## config.mk

```make
export PLATFORM = sky130hd
export DESIGN_NAME = el2_lsu_bus_clk_gen
export DESIGN_NICKNAME = d
export VERILOG_FILES = /design/src/rtl/el2_pkg.sv /design/src/rtl/el2_lsu_bus_clk_gen.sv
export SDC_FILE = /design/constraint.sdc
export NUM_CORES = 1
export LEC_CHECK = 0
export ABC_AREA = 1
export ABC_CLOCK_PERIOD_IN_PS = 2640
export BUFFER_PORTS_ARGS = -buffer_cell sky130_fd_sc_hd__clkbuf_2
export CORE_AREA = 2 2 39 41
export CTS_BUF_LIST = sky130_fd_sc_hd__clkbuf_4
export DETAILED_ROUTE_END_ITERATION = 10
export DIE_AREA = 0 0 41 43
export PLACE_DENSITY_LB_ADDON = 0.1
export SYNTH_ARGS = -nofsm -noshare
export SYNTH_HDL_FRONTEND = slang
export SYNTH_SLANG_ARGS = --single-unit
export TNS_END_PERCENT = 30
```

## constraint.sdc

```tcl
create_clock -name clk -period 2.64 [get_ports clk]
set_clock_uncertainty 0.2 [all_clocks]
set_input_delay 0.132 -clock clk [delete_from_list [all_inputs] [get_ports clk]]
set_output_delay 0.132 -clock clk [all_outputs]
set_load 0.03 [all_outputs]
```

## src/rtl/el2_pkg.sv

```systemverilog
// Shared EL2 types and constants used by the LSU bus clock generator.
package el2_pkg;

    localparam int unsigned EL2_BUS_RATIO_W = 3;

    typedef enum logic {
        RUN,
        DRAIN
    } el2_bus_clk_state_t;

endpackage

```

## src/rtl/el2_lsu_bus_clk_gen.sv

```systemverilog
// LSU bus clock-enable generator with programmable core:bus ratio.
// Ratio changes are handshaked and applied only on a bus-clock boundary while the bus is idle.
module el2_lsu_bus_clk_gen
    import el2_pkg::*;
#(
    parameter int unsigned         RATIO_W     = EL2_BUS_RATIO_W,
    parameter logic [RATIO_W-1:0]  RESET_RATIO = '0
) (
    input  logic               clk,
    input  logic               rst,
    input  logic               ratio_req_vld,
    input  logic [RATIO_W-1:0] ratio_req_code,
    output logic               ratio_req_rdy,
    input  logic               lsu_bus_buffer_empty_any,
    input  logic               lsu_busreq_r,
    input  logic               dec_tlu_force_halt,
    output logic               lsu_bus_clk_en,
    output logic               lsu_bus_clk_en_q,
    output logic [RATIO_W-1:0] cur_ratio,
    output logic               ratio_chg_done
);

    logic [RATIO_W-1:0] cnt_q, cnt_d;
    logic [RATIO_W-1:0] ratio_q, ratio_d;
    logic [RATIO_W-1:0] pend_q, pend_d;
    el2_bus_clk_state_t state_q, state_d;
    logic               en_q, en_d;
    logic               done_q, done_d;
    logic               idle;

    // Compare of flops only, so the enable is glitch-free and has no input-to-output path.
    assign lsu_bus_clk_en   = (cnt_q == ratio_q);
    assign lsu_bus_clk_en_q = en_q;
    assign cur_ratio        = ratio_q;
    assign ratio_chg_done   = done_q;
    assign idle             = lsu_bus_buffer_empty_any & ~lsu_busreq_r;

    always_comb begin
        cnt_d         = lsu_bus_clk_en ? '0 : cnt_q + RATIO_W'(1);
        ratio_d       = ratio_q;
        pend_d        = pend_q;
        state_d       = state_q;
        done_d        = 1'b0;
        en_d          = lsu_bus_clk_en;
        ratio_req_rdy = 1'b0;

        unique case (state_q)
            RUN: begin
                ratio_req_rdy = 1'b1;
                if (ratio_req_vld) begin
                    pend_d  = ratio_req_code;
                    state_d = DRAIN;
                end
            end
            DRAIN: begin
                // Apply exactly on the wrap edge so no bus cycle is truncated or stretched.
                if (lsu_bus_clk_en && (idle || dec_tlu_force_halt)) begin
                    ratio_d = pend_q;
                    cnt_d   = '0;
                    done_d  = 1'b1;
                    state_d = RUN;
                end
            end
            default: state_d = RUN;
        endcase
    end

    always_ff @(posedge clk) begin
        if (rst) begin
            cnt_q   <= '0;
            ratio_q <= RESET_RATIO;
            pend_q  <= '0;
            state_q <= RUN;
            en_q    <= 1'b0;
            done_q  <= 1'b0;
        end else begin
            cnt_q   <= cnt_d;
            ratio_q <= ratio_d;
            pend_q  <= pend_d;
            state_q <= state_d;
            en_q    <= en_d;
            done_q  <= done_d;
        end
    end

endmodule

```

Yosys cells after proc, flatten, opt, wreduce, memory -nomap -nowiden

Index checks and enable logic that the tools add are counted.

Word-level logic and storage cells: 24
Register bits after elaboration: 12
Input bits: 9
Output and inout bits: 7

Bitwise gates (word level): 3
Equality and inequality tests: 1
Reduce and logical (&&, ||, !) cells: 5
$add $sub $neg: 1
Mux-type cells: 8

Operators by type and width:

| cell                                                           | count |
|---|---|
| 3-bit 2-to-1 mux                                               | 3 |
| 1-bit 2-to-1 mux                                               | 4 |
| 2-bit AND reduction                                            | 2 |
| 3-bit by 1-bit adder with 3-bit output (second input constant) | 1 |
| 3-bit == test                                                  | 1 |
| 1-bit inverter                                                 | 2 |
| 1-bit case mux with 2 select lines                             | 1 |
| 2-bit OR reduction                                             | 1 |
| 1-bit AND                                                      | 1 |
| 1-bit logical AND                                              | 1 |
| 1-bit logical OR                                               | 1 |

Logic depth before layout (Yosys ltp)

Gate-level depths: netlist (run 1).

Depth after elaboration: 6
Gate-level depth with buffers: 8
Gate-level depth less buffers: 8

Worst setup path after synthesis (run 1)

No wires, ideal clock.

Path type: reg-to-reg
Start: reg ratio_q[0], in the netlist cur_ratio[0]
End: reg cnt_q[0]
Clock period less this slack: 1.490 ns
Data arrival time: 1.172 ns
Data required time: 2.323 ns
Cell stages (with the launch flop): 8
Setup time: 0.117 ns
Path slack: 1.150 ns
Path buffers: 0
Cell sequence: dfxtp_1 nand2_1 nand2_1 nand2_1 nor2_4 inv_2 nand2_2 nor2_1

Word-level cells in the longest chain between the ends: 4
Elaborated cells between the ends (all ways): 5
Those cells by class: 1 x eq/ne; 3 x mux; 1 x reduce/logical

Ends and longest elaborated chain:

| element                                                      | RTL line                                             | text |
|---|---|---|
| start: declaration                                           | el2_lsu_bus_clk_gen.sv:24                            | `logic [RATIO_W-1:0] ratio_q, ratio_d;` |
| start signal: assignment                                     | el2_lsu_bus_clk_gen.sv:78                            | `ratio_q <= ratio_d;` |
| 3-bit == test (*)                                            | el2_lsu_bus_clk_gen.sv:32                            | `assign lsu_bus_clk_en = (cnt_q == ratio_q);` |
| via lsu_bus_clk_en                                           | el2_lsu_bus_clk_gen.sv:17                            | `output logic lsu_bus_clk_en,` |
| 3-bit 2-to-1 mux / 1-bit logical AND (equally long branches) | el2_lsu_bus_clk_gen.sv:39, el2_lsu_bus_clk_gen.sv:57 |  |
| 3-bit 2-to-1 mux                                             | el2_lsu_bus_clk_gen.sv:57                            | `if (lsu_bus_clk_en && (idle \|\| dec_tlu_force_halt)) begin` |
| 3-bit 2-to-1 mux (*)                                         | el2_lsu_bus_clk_gen.sv:47                            | `unique case (state_q)` |
| end signal: assignment                                       | el2_lsu_bus_clk_gen.sv:77                            | `cnt_q <= cnt_d;` |
| end: declaration                                             | el2_lsu_bus_clk_gen.sv:23                            | `logic [RATIO_W-1:0] cnt_q, cnt_d;` |

The timed path passes the listed nets; every way through them passes the cells marked *.
A chain may end at the register's enable or synchronous reset.

Worst setup path in the final report (run 1)

Start: reg cnt_q[0]
End: out lsu_bus_clk_en

Word-level cells in the longest chain between the ends: 1

Ends and longest elaborated chain:

| element          | RTL line |
|---|---|
| 3-bit == test    | el2_lsu_bus_clk_gen.sv:32 |
| end: declaration | el2_lsu_bus_clk_gen.sv:17 |

Every way passes these cells.

==> impl_metrics.ini, run 1 <==
[global_routing]
grt_pass1_wl_um = 1828
grt-ovfl-total = 0
antenna_found_initial = 0
grt_pass1_vias = 465
grt_max_degree = 9
grt_usage_pct = 15.66

[sta]
drv_slew = 0
maxSlewHeadroom_pct = 84.41
setup-tns-final_ns = 0
final_hold_viol_count = 0
period_needed_ns = 1.601
rsz0062_at_grt = no
finalWorstSetupSlack_ns = 1.039
worst_slew_pin_slew_ns = 0.2336
period_share_pct = 60.65
max_freq_ghz = 0.6245
setup_violations = 0

[synth]
synth_compound_area_share_pct = 5.621
synthCells = 74
yosysUniqueCellTypes = 15
synth_area_per_cell_sq_um = 7.220
yosys.area_share.simple_pct = 33.96
yosys.area_share.adder_pct = 2.342
synthXorXnorAreaFrac_pct = 4.684
synthMuxAreaShare_pct = 0
ys.warnings.count = 0
yosysSeqAreaShare_pct = 44.96
syn_nets = 84
synth_top_family_by_area = simple AND/OR/NAND/NOR gates
ys_ff_latch = 12
netlist_area_sq_um = 534.3

[floorplan]
die_y_um = 43
io_pins = 16
fp-row-count = 14
core_area_sq_um = 1384
dieArea_sq_um = 1763
die_w_um = 41
initial_utilization_pct = 38.61

[placement]
placed_area_sq_um = 629.4
hpwl_um = 838.5
portBuffers = 15
pre_cts_ws_ns = 1.331
routabilityCongestion = 0.6959

[route]
drt-total-wl_um = 1050
firstDrtPassIters = 3
drc = 0
routed_via_density = 4.566
post_drt_wl_per_cell_um = 9.292
ant_nets = 0
vias = 516
dr.first_iter.drc_count = 3

[cells_and_area]
multi_input_area_sq_um = 249.0
antenna_cells = 0
ff_latch_area_sq_um = 240.2
syn2layout_area_growth_pct = 31.38
fillers = 154
final_area_sq_um = 701.9
drive_above_1_share_pct = 23.71
nets = 109
final_util_pct = 50.72

[hold_path]
worst_hold_path_type = primary input to register
min_path_cells = 5

[power]
p_leak_nw = 0.3655
power_uw = 396.8
irDropWorstVdd_mv = 0.3373
powerDensity_nw_per_um2 = 565.4

[cts]
cts_resized = 0
post_cts_buffers = 0
cts_buffers = 3
cts_tree = done
ctsHoldBuffers = 5
cts_htree_levels = 1
cts_root_buf = clkbuf_4
insertion_delay_ns = 0.26
path_clk_slew_ns = 0.07
clock_path_buffers = 2
clock-sinks = 12

[setup_path]
cp.arrival_ns = 1.27
cp_max_fo = 6
criticalPathCategory = register to output pin
rrSetupSlack_ns = 1.36
critPathLaunchType = register
cp.required_ns = 2.31
endpoint_kind = output pin
reg2reg_depth = 7

[run]
cap_violations = 0

[run_status]
outcome = finished, final reports clean
## registers in the layout, indices dropped and copies added, names as in the netlist
name and cells:
cnt_q 3, ratio_chg_done 1, state_q 1, cur_ratio 3
lsu_bus_clk_en_q 1, pend_q 3
## per-layer routing
metal  vias to the layer above  track usage, %  wire, um
met3                         2           7.853        72
met2                        13           24.69       512
met5                         -               0         0
li1                        274               -         -
met1                       227           17.05       452
met4                         0           6.000        13
## report_power, final
group | switching (mW) | internal (mW)
clock | 0.0565 | 0.0527
combinational | 0.0572 | 0.0303
sequential | 0.00739 | 0.193
total | 0.121 | 0.276
## layout by cell type (no fill, tap or decap), types with 2 or more instances in the layout
master,synthesis,routed
nand2_1,19,19
clkbuf_2,0,15
nor2_1,13,13
dfxtp_1,12,12
inv_1,11,11
dlygate4sd3_1,0,5
o21ai_0,4,4
nand3_1,3,3
nand4_1,3,3
clkbuf_4,0,3
a21oi_1,2,2
## layout make-up
| class | instances | area share (%) |
|---|---|---|
| Sequential cell | 12 | 34.22 |
| Timing Repair Buffer | 20 | 17.83 |
| Tap cell | 16 | 2.852 |
| Clock buffer | 3 | 3.209 |
| Inverter | 12 | 6.417 |
| Multi-Input combinational cell | 50 | 35.47 |
## synthesized netlist by cell type
| cell type | instances | share of area (%) |
|---|---|---|
| nor2_4 | 1 | 2.1 |
| xnor2_1 | 1 | 1.6 |
| o21ai_0 | 4 | 3.7 |
| nand3_1 | 3 | 2.8 |
| inv_1 | 11 | 7.7 |
| nand2_1 | 19 | 13 |
| nor2_1 | 13 | 9.1 |
| dfxtp_1 | 12 | 45 |
| a21oi_1 | 2 | 1.9 |
| nand2_2 | 1 | 1.2 |
| inv_2 | 1 | 0.70 |
| ha_1 | 1 | 2.3 |
| nand3_2 | 1 | 1.9 |
| nand4_1 | 3 | 3.5 |
| xor2_2 | 1 | 3.0 |
## stage by stage
step / cells / hold slack (ns)
5_1_grt: 113 / 0.1039
6_report: 113 / 0.07243
4_1_cts: 113 / 0.07384
2_1_floorplan: 74 / 0.004075
3_5_place_dp: 105 / 0.1516
3_3_place_gp: 105 / 0.1514
## path summary, 6_finish.rpt
kind | start | endpoint
setup / recovery | cnt_q[0]$_SDFF_PP0_ | lsu_bus_clk_en
hold / removal | dec_tlu_force_halt | cur_ratio[1]$_SDFFE_PP0P_
setup reg to reg | cur_ratio[1]$_SDFFE_PP0P_ | cur_ratio[0]$_SDFFE_PP0P_
hold reg to reg | cnt_q[0]$_SDFF_PP0_ | cnt_q[0]$_SDFF_PP0_
## critical path, stage by stage, from the launching register on
cell and delay (ns):
dfxtp_1 0.35, inv_1 0.08, nand2_1 0.05, nand2_1 0.05, nand2_1 0.08, nor2_4 0.16
clkbuf_2 0.23
## kinds of logic (layout without fill, tap and decap cells)
| family | Yosys count | count (layout) |
|---|---|---|
| simple gates | 41 | 41 |
| buf+inv | 12 | 35 |
| xor+xnor | 2 | 2 |
| fa+ha+maj | 1 | 1 |
| compound gates | 6 | 6 |
| flops | 12 | 12 |
Note: power is estimated with default switching activity, not from simulation.
==> run 2, diff against run 1 <==
Settings changed: ABC_CLOCK_PERIOD_IN_PS 2640 to 1400.
Clock period 2.64 ns to 1.4 ns, I/O delays scaled along.
==> impl_metrics.ini, run 2 (same netlist as run 1, synthesis figures left out) <==
[power]
p_leak_nw = 0.3940
power_uw = 792.8
powerDensity_nw_per_um2 = 1040
irDropWorstVdd_mv = 0.5448

[global_routing]
grt-ovfl-total = 0
grt_usage_pct = 14.93
antenna_found_initial = 0
grt_max_degree = 9
grt_pass1_vias = 470
grt_pass1_wl_um = 1787

[cts]
cts_buffers = 3
insertion_delay_ns = 0.27
cts_root_buf = clkbuf_4
cts_tree = done
clock-sinks = 12
clock_path_buffers = 2
cts_htree_levels = 1
path_clk_slew_ns = 0.07

[setup_path]
cp.arrival_ns = 1.09
rr_startpoint = cur_ratio[1]$_SDFFE_PP0P_
path_cells = inv_1 -> nand2_1 -> nand2_1 -> nand2_2 -> nor2_4 -> buf_8
rrSetupSlack_ns = 0.09
slowest_delay_ns = 0.34
cp_max_fo = 4
cp.required_ns = 1.13
endpoint_kind = output pin
r2r_end = cnt_q[2]$_SDFF_PP0_
crit_slowest_cell = dfxtp_2
path_common_cell = nand2_1
reg2reg_depth = 9
critPathLaunchType = register
criticalPathCategory = register to output pin

[route]
routed_via_density = 4.441
post_drt_wl_per_cell_um = 9.466
drt-total-wl_um = 1117
firstDrtPassIters = 2
ant_nets = 0
vias = 524
dr.first_iter.drc_count = 5
drc = 0

[hold_path]
min_path_cells = 5
hp-start = dec_tlu_force_halt
worst_hold_path_type = primary input to register
hold_end = cur_ratio[1]$_SDFFE_PP0P_

[sta]
period_share_pct = 97.48
setup_violations = 0
rsz0062_at_grt = yes
maxSlewHeadroom_pct = 83.21
max_freq_ghz = 0.7328
drv_slew = 0
period_needed_ns = 1.365
worst_slew_pin_slew_ns = 0.2519
fin_hold_ws_ns = 0.004899
final_hold_viol_count = 0
setup-tns-final_ns = 0

[cells_and_area]
final_cell_mix = nand2_1 (16), clkbuf_2 (14), nor2_1 (13), inv_1 (9), dfxtp_1 (7)
syn2layout_area_growth_pct = 42.62
drive_above_1_share_pct = 36.27
final_common_cell = nand2_1
fin_cells = 118
ff_latch_area_sq_um = 249.0
nets = 113
multi_input_area_sq_um = 256.5
fillers = 145
antenna_cells = 0

[floorplan]
fp-row-count = 14
die_y_um = 43
die_w_um = 41
io_pins = 16
core_area_sq_um = 1384
dieArea_sq_um = 1763
initial_utilization_pct = 38.61

[run]
cap_violations = 0

[placement]
hpwl_um = 802.5
portBuffers = 15
place_inst = 105
routabilityCongestion = 0.7281

[run_status]
outcome = finished, final reports clean
## run 2: final cells by class
cell class,count,area share [%]
Clock inverter,1,0.4926
Tap cell,16,2.627
Timing Repair Buffer,24,21.67
Sequential cell,12,32.68
Inverter,12,5.911
Multi-Input combinational cell,50,33.66
Clock buffer,3,2.956
## run 2: how the worst max path moves through the flow
stage                                          from                  end  slack (ns)  cells after the start
after CTS                       cnt_q[0]$_SDFF_PP0_       lsu_bus_clk_en       -0.02                      6
after global placement          cnt_q[0]$_SDFF_PP0_  cnt_q[2]$_SDFF_PP0_        0.11                      7
after floorplan           cur_ratio[0]$_SDFFE_PP0P_  cnt_q[0]$_SDFF_PP0_        0.04                      7
after detailed placement        cnt_q[0]$_SDFF_PP0_  cnt_q[2]$_SDFF_PP0_        0.10                      7
after global routing            cnt_q[0]$_SDFF_PP0_       lsu_bus_clk_en       -0.03                      6
final                     cur_ratio[1]$_SDFFE_PP0P_       lsu_bus_clk_en        0.04                      6
## run 2: layer usage
metal	up-vias	wire length [um]	GRT usage (%)
li1	284	-	-
met1	230	526	17.97
met2	8	550	23.44
met3	2	27	3.141
met4	0	13	8.000
met5	-	0	0
## run 2: timing repair
action	CTS	global route
hold buffers	5	0
buffers inserted	4	0
endpoints found under the hold margin	9	0
setup endpoints to repair	1	4
pin swaps	2	4
resized for setup	7	4
## run 2: stage by stage
stage,setup WS (ns),cell area (sq um),util (%)
finish,0.03533,762.0,55.06
global placement,0.1149,633.1,45.75
global route,-0.02712,762.0,55.06
detailed placement,0.1011,633.1,45.75
CTS,-0.02342,755.7,54.61
floorplan,0.03661,538.0,-
## run 2: where the power goes
group	switching [mW]	internal, mW
clock	0.110	0.103
sequential	0.0134	0.365
combinational	0.118	0.0836
total	0.242	0.551
## run 2: critical path: cells and delay by family, from the launching register on
kind	cells	cell delay [ns]
buffers and inverters	2	0.20
DFF	1	0.34
and+or+nand+nor	4	0.28
